File: src/rtl/ras_pkg.sv
// Shared types for return-address-stack speculation recovery.
// Used by ras_recovery (checkpoint buffer) and by the RAS itself.
//   RAS_STACK_SIZE / RAS_CKPT_DEPTH : default stack depth and checkpoint count
//   ckpt_tag_t                      : checkpoint tag carried with a branch
//   ckpt_entry_t                    : one checkpoint (ptr, tos, valid, resolved)
package ras_pkg;

  localparam int RAS_STACK_SIZE = 8;
  localparam int RAS_CKPT_DEPTH = 8;
  localparam int RAS_PTR_W      = $clog2(RAS_STACK_SIZE);
  localparam int CKPT_TAG_W     = $clog2(RAS_CKPT_DEPTH);

  typedef logic [CKPT_TAG_W-1:0] ckpt_tag_t;
  typedef logic [RAS_PTR_W-1:0]  ras_ptr_t;

  typedef struct packed {
    ras_ptr_t    ptr;
    logic [31:0] tos;
    logic        valid;
    logic        resolved;
  } ckpt_entry_t;

  // Distance of tag a from tag b going forward around the ring (a - b mod depth).
  function automatic ckpt_tag_t ckpt_dist(input ckpt_tag_t a, input ckpt_tag_t b);
    return a - b;
  endfunction

endpackage

File: src/rtl/ras_recovery.sv
// Checkpoint buffer for return-address-stack recovery after branch mispredicts.
// Each predicted branch snapshots the speculative RAS pointer and top entry;
// a mispredict reloads that snapshot into the RAS one cycle later and squashes
// every younger checkpoint. Correctly resolved checkpoints retire in order
// from the head, up to two per cycle.
//
// Ports:
//   clk, rst_n          clock, asynchronous active-low reset
//   alloc_valid[1:0]    per fetch slot, branch needs a checkpoint (slot 0 older)
//   alloc_ptr           {slot1, slot0} speculative RAS pointer
//   alloc_tos           {slot1, slot0} RAS entry at ptr-1
//   alloc_ready         at least two free entries (pre-update occupancy)
//   alloc_tag           {slot1, slot0} tag assigned, combinational
//   resolve_valid/tag/mispredict   one branch resolution per cycle
//   restore_valid/ptr/tos          one-cycle reload command to the RAS
//
// The entry array uses the package entry type, so overriding STACK_SIZE or
// CKPT_DEPTH must be matched by the package defaults.
module ras_recovery
  import ras_pkg::*;
#(
  parameter int STACK_SIZE = RAS_STACK_SIZE,
  parameter int CKPT_DEPTH = RAS_CKPT_DEPTH,
  localparam int PTR_W     = $clog2(STACK_SIZE),
  localparam int TAG_W     = $clog2(CKPT_DEPTH)
) (
  input  logic                 clk,
  input  logic                 rst_n,
  input  logic [1:0]           alloc_valid,
  input  logic [2*PTR_W-1:0]   alloc_ptr,
  input  logic [63:0]          alloc_tos,
  output logic                 alloc_ready,
  output logic [2*TAG_W-1:0]   alloc_tag,
  input  logic                 resolve_valid,
  input  logic [TAG_W-1:0]     resolve_tag,
  input  logic                 resolve_mispredict,
  output logic                 restore_valid,
  output logic [PTR_W-1:0]     restore_ptr,
  output logic [31:0]          restore_tos
);

  localparam logic [TAG_W:0] READY_MAX = (TAG_W+1)'(CKPT_DEPTH - 2);

  // head/tail carry an extra wrap bit so a full ring differs from an empty one
  logic [TAG_W:0]   head, head_next;
  logic [TAG_W:0]   tail, tail_next;
  logic [TAG_W:0]   occupancy;
  ckpt_entry_t      entries      [CKPT_DEPTH];
  ckpt_entry_t      entries_next [CKPT_DEPTH];

  logic [TAG_W-1:0] tag0, tag1;
  logic [TAG_W-1:0] h0, h1;
  logic             free0, free1;

  ckpt_entry_t      res_entry;
  logic             res_live;
  logic             mispredict_take;
  logic             correct_take;
  logic             alloc_take;
  logic [TAG_W-1:0] mp_off;
  logic [TAG_W:0]   mp_tail;

  assign occupancy   = tail - head;
  assign alloc_ready = (occupancy <= READY_MAX);

  // Slot 1 takes the next tag only when slot 0 actually consumes one.
  assign tag0      = tail[TAG_W-1:0];
  assign tag1      = alloc_valid[0] ? tag0 + TAG_W'(1) : tag0;
  assign alloc_tag = {tag1, tag0};

  // A resolve counts only for a live, not-yet-resolved entry; anything else
  // (squashed, freed, or a second resolve of the same tag) is dropped.
  assign res_entry       = entries[resolve_tag];
  assign res_live        = resolve_valid && res_entry.valid && !res_entry.resolved;
  assign mispredict_take = res_live && resolve_mispredict;
  assign correct_take    = res_live && !resolve_mispredict;
  assign alloc_take      = alloc_ready && !mispredict_take;

  // In-order retirement: the second entry frees only behind the first.
  assign h0    = head[TAG_W-1:0];
  assign h1    = h0 + TAG_W'(1);
  assign free0 = entries[h0].valid && entries[h0].resolved;
  assign free1 = free0 && entries[h1].valid && entries[h1].resolved;

  // Rebuild the full (wrap-bit) pointer of the mispredicted tag from its
  // distance ahead of the head, then cut the tail just past it.
  assign mp_off  = ckpt_dist(resolve_tag, h0);
  assign mp_tail = head + {1'b0, mp_off} + (TAG_W+1)'(1);

  assign head_next = head + (TAG_W+1)'(free0) + (TAG_W+1)'(free1);

  always_comb begin
    tail_next = tail;
    if (mispredict_take) begin
      tail_next = mp_tail;
    end else if (alloc_take) begin
      tail_next = tail + (TAG_W+1)'(alloc_valid[0]) + (TAG_W+1)'(alloc_valid[1]);
    end
  end

  always_comb begin
    for (int i = 0; i < CKPT_DEPTH; i++) begin
      entries_next[i] = entries[i];
    end

    if (free0) begin
      entries_next[h0].valid    = 1'b0;
      entries_next[h0].resolved = 1'b0;
    end
    if (free1) begin
      entries_next[h1].valid    = 1'b0;
      entries_next[h1].resolved = 1'b0;
    end

    if (correct_take) begin
      entries_next[resolve_tag].resolved = 1'b1;
    end

    if (mispredict_take) begin
      entries_next[resolve_tag].resolved = 1'b1;
      // Everything further from the head than T is younger; slots beyond the
      // tail are already invalid, so clearing them too is harmless.
      for (int i = 0; i < CKPT_DEPTH; i++) begin
        if (ckpt_dist(TAG_W'(i), h0) > mp_off) begin
          entries_next[i].valid    = 1'b0;
          entries_next[i].resolved = 1'b0;
        end
      end
    end

    if (alloc_take) begin
      if (alloc_valid[0]) begin
        entries_next[tag0] = '{ptr: alloc_ptr[PTR_W-1:0], tos: alloc_tos[31:0],
                               valid: 1'b1, resolved: 1'b0};
      end
      if (alloc_valid[1]) begin
        entries_next[tag1] = '{ptr: alloc_ptr[2*PTR_W-1:PTR_W], tos: alloc_tos[63:32],
                               valid: 1'b1, resolved: 1'b0};
      end
    end
  end

  always_ff @(posedge clk or negedge rst_n) begin
    if (!rst_n) begin
      head <= '0;
      tail <= '0;
      for (int i = 0; i < CKPT_DEPTH; i++) begin
        entries[i] <= '0;
      end
    end else begin
      head <= head_next;
      tail <= tail_next;
      for (int i = 0; i < CKPT_DEPTH; i++) begin
        entries[i] <= entries_next[i];
      end
    end
  end

  always_ff @(posedge clk or negedge rst_n) begin
    if (!rst_n) begin
      restore_valid <= 1'b0;
      restore_ptr   <= '0;
      restore_tos   <= '0;
    end else begin
      restore_valid <= mispredict_take;
      if (mispredict_take) begin
        restore_ptr <= res_entry.ptr;
        restore_tos <= res_entry.tos;
      end
    end
  end

endmodule
File: config.mk
export PLATFORM = sky130hd
export DESIGN_NAME = ras_recovery
export DESIGN_NICKNAME = d
export VERILOG_FILES = /design/src/rtl/ras_pkg.sv /design/src/rtl/ras_recovery.sv
export SDC_FILE = /design/constraint.sdc
export NUM_CORES = 1
export LEC_CHECK = 0
export CAP_MARGIN = 20
export CORE_MARGIN = 5
export CORE_UTILIZATION = 64
export CTS_CLUSTER_SIZE = 20
export DETAILED_ROUTE_END_ITERATION = 8
export HOLD_SLACK_MARGIN = 0.1
export PLACE_DENSITY = 0.88
export SKIP_LAST_GASP = 1
export SLEW_MARGIN = 10
export SYNTH_ARGS = -nofsm -noshare
export SYNTH_HDL_FRONTEND = slang
export SYNTH_SLANG_ARGS = --single-unit
File: constraint.sdc
create_clock -name clk -period 5.1 [get_ports clk]
set_input_delay 1.02 -clock clk [delete_from_list [all_inputs] [get_ports clk]]
set_output_delay 1.02 -clock clk [all_outputs]
set_load 0.05 [all_outputs]
==> metrics.txt <==
mapped cell area 17920 um2; ys async rst share 100.0%; predominant post-synthesis flop cell dfrtp_1; layout net count ~1800; initial antenna violation count 0; clk slew on worst S/H paths about 0.060 ns; hold_buf cts 0; Final Setup Violations 0; top cell type's share of synthesized area 47.49%; Peak Freq around 210 MHz; Syn Area/Cell 10.48 um2; WL/cell approximately 28 um; fin util about three quarters; worst slew pin tran a little under 0.9 ns; final cycle utilization of the critical path between 90% and 100%; CTS sink cnt 340; Iteration-0 DRC Markers approximately 2400; DRC errors left 0; H-tree depth 2; total track usage roughly 37%; max-slew violations 0; Final Hold Viols 0; Setup crit end kind output pin; largest net degree at the start of global routing 120; Critical Path AT around 3.6 ns; most numerous cell in the Yosys netlist dfrtp_1; antenna cells 0; first-pass GRT wire length 91.07 mm; Area Growth Syn to Fin 15.07%; Max IR drop VDD 616.8 uV; die area around 31000 um2; Initial Util around 65%; syn_nets about 1800; register area share after synthesis between 40% and 50%; RSZ-0062 raised after global routing false; CTS tree done; clk root buf clkbuf_16; Post-Synthesis Cells between 1500 and 2000; Post-DP HPWL 32.60 mm; flops & latches, synth 340; vias in the first global route between 15000 and 20000; clk buf depth 3; crit-path max FO 16; Die X-Extent roughly 180 um; CTS Buf Count 38; final wirelength approximately 58 mm; Max-cap violations 0; gp weighted congestion roughly 0.90; Skew-Pair Late Insertion Delay 0.54 ns; crit path launch type register; Vert. Die Dim ~180 um; R2R depth 11; 1st-pass router iterations 7; port bufs between 100 and 150; top post-synthesis cells by count 340 x dfrtp_1, 142 x o22ai_1, 141 x a2bb2oi_1; hold crit path type register to register; share of post-route cells with drive strength above 1 12.39%; vias after detailed routing about 16000; Placement Rows 61; Setup Skew approximately 0.024 ns; Ys Warns 0; required time worst endpoint 4.08 ns; # Post-CTS Setup Buffers 0; Setup Total Neg Slack 0 ns; Yosys cell types 65; clock period minus worst slack about 4.7 ns; CTS resizes 0; pwr dens a little over 700 nW/um2; Relative slew margins 40.71%; post-DR vias/cell 7.562; outcome complete, no violations; core footprint 27710 um2; EDFF count, synth 0; critical path class register to output pin; Cells on Worst Hold Path 1; synth top area cells dfrtp_1 47%, a2bb2oi_1 6.9%, mux2i_1 6.2%; P_leak 9.000 nW; Top Ports 122; global-route congestion overflow total 0; area leader, netlist dfrtp_1; Final ANT Viol Nets 0
-- state kept, by name, indices dropped and copies added, names as in the netlist --
name and flops:
entries 296, restore_tos 32, head 4, tail 4
restore_ptr 3, restore_valid 1
-- metal layers --
layer | track usage, % | share of wire (%) | up-vias
met1 | 48.50 | 36 | 7721
met3 | 6.689 | 12 | 372
met5 | 0 | 0 | -
li1 | - | - | 6466
met4 | 20.85 | 6.3 | 0
met2 | 58.17 | 46 | 1359
-- through the flow --
step	cell area, um2	worst slack (ns)	total power [W]	hold WS (ns)	instances
after global placement	19350	0.7017	0.01141	0.4626	2039
after detailed placement	19350	0.5918	0.01173	0.4688	2039
after CTS	20620	0.4160	0.01461	0.4790	2105
final	20620	0.4360	0.01478	0.4744	2105
after floorplan	17920	1.604	0.009672	0.4581	1709
after global routing	20620	0.2855	0.01546	0.4951	2105
-- kinds of logic (layout without fill, tap and decap cells) --
family / after synthesis / in the layout / synth area share [%]
buffers and inverters: 242 / 260 / 5.440
DFF: 340 / 340 / 47.49
and+or+nand+nor: 214 / 214 / 5.203
adders and majority gates: 30 / 30 / 2.304
muxes: 187 / 187 / 11.23
xor gates and xnor gates: 14 / 14 / 0.6844
AOI/OAI and AO/OA: 682 / 682 / 27.65
-- area by class of cell --
type	count	area, um2
repair buffers	167	1687
clock inverters	15	176.4
flip-flops and latches	340	8508
inverters	27	101.3
multi-input cells	1127	8582
fillers	1794	7088
clock buffers	51	1090
well taps	378	473.0
-- worst max-delay path, stage by stage (launching register included) --
cell,delay [ns]
dfrtp_1,0.66
inv_1,0.24
ha_1,0.29
fa_1,0.38
xor2_1,0.16
or3_1,0.30
nand3_1,0.07
buf_4,0.21
inv_1,0.10
clkdlybuf4s50_1,0.71
-- layout by cell type, fill, tap and decap left out, types with 9 or more instances in the layout --
master | netlist | layout
mux2_2 | 66 | 66
dfrtp_1 | 340 | 340
inv_1 | 26 | 26
a31oi_1 | 36 | 36
nand2_1 | 44 | 41
nor2_1 | 121 | 116
a22oi_1 | 54 | 54
clkbuf_8 | 0 | 9
nand3_1 | 11 | 9
buf_12 | 0 | 10
o22ai_1 | 142 | 142
mux2i_1 | 111 | 111
ha_1 | 25 | 25
a21oi_1 | 128 | 128
a2bb2oi_1 | 141 | 141
a22o_1 | 43 | 43
clkdlybuf4s50_1 | 0 | 120
o21ai_0 | 10 | 10
clkbuf_16 | 0 | 38
a21o_1 | 32 | 32
buf_4 | 5 | 36
a221oi_1 | 43 | 43
-- worst paths after layout --
check,from,end,slack (ns)
max in group asynchronous,rst_n,entries[14],3.50
min reg2reg,restore_tos[28],restore_tos[28],0.47
max reg2reg,tail[0],entries[272],1.33
min in group asynchronous,rst_n,entries[270],0.50
max,tail[0],alloc_ready,0.44
min,restore_tos[28],restore_tos[28],0.47
-- power breakdown --
part | internal, W | switching [W] | total, W
clock network | 0.00166 | 0.00114 | 0.00280
logic | 0.00272 | 0.00420 | 0.00691
registers | 0.00409 | 0.000983 | 0.00507
No activity file was read; power rests on OpenSTA's default activity.
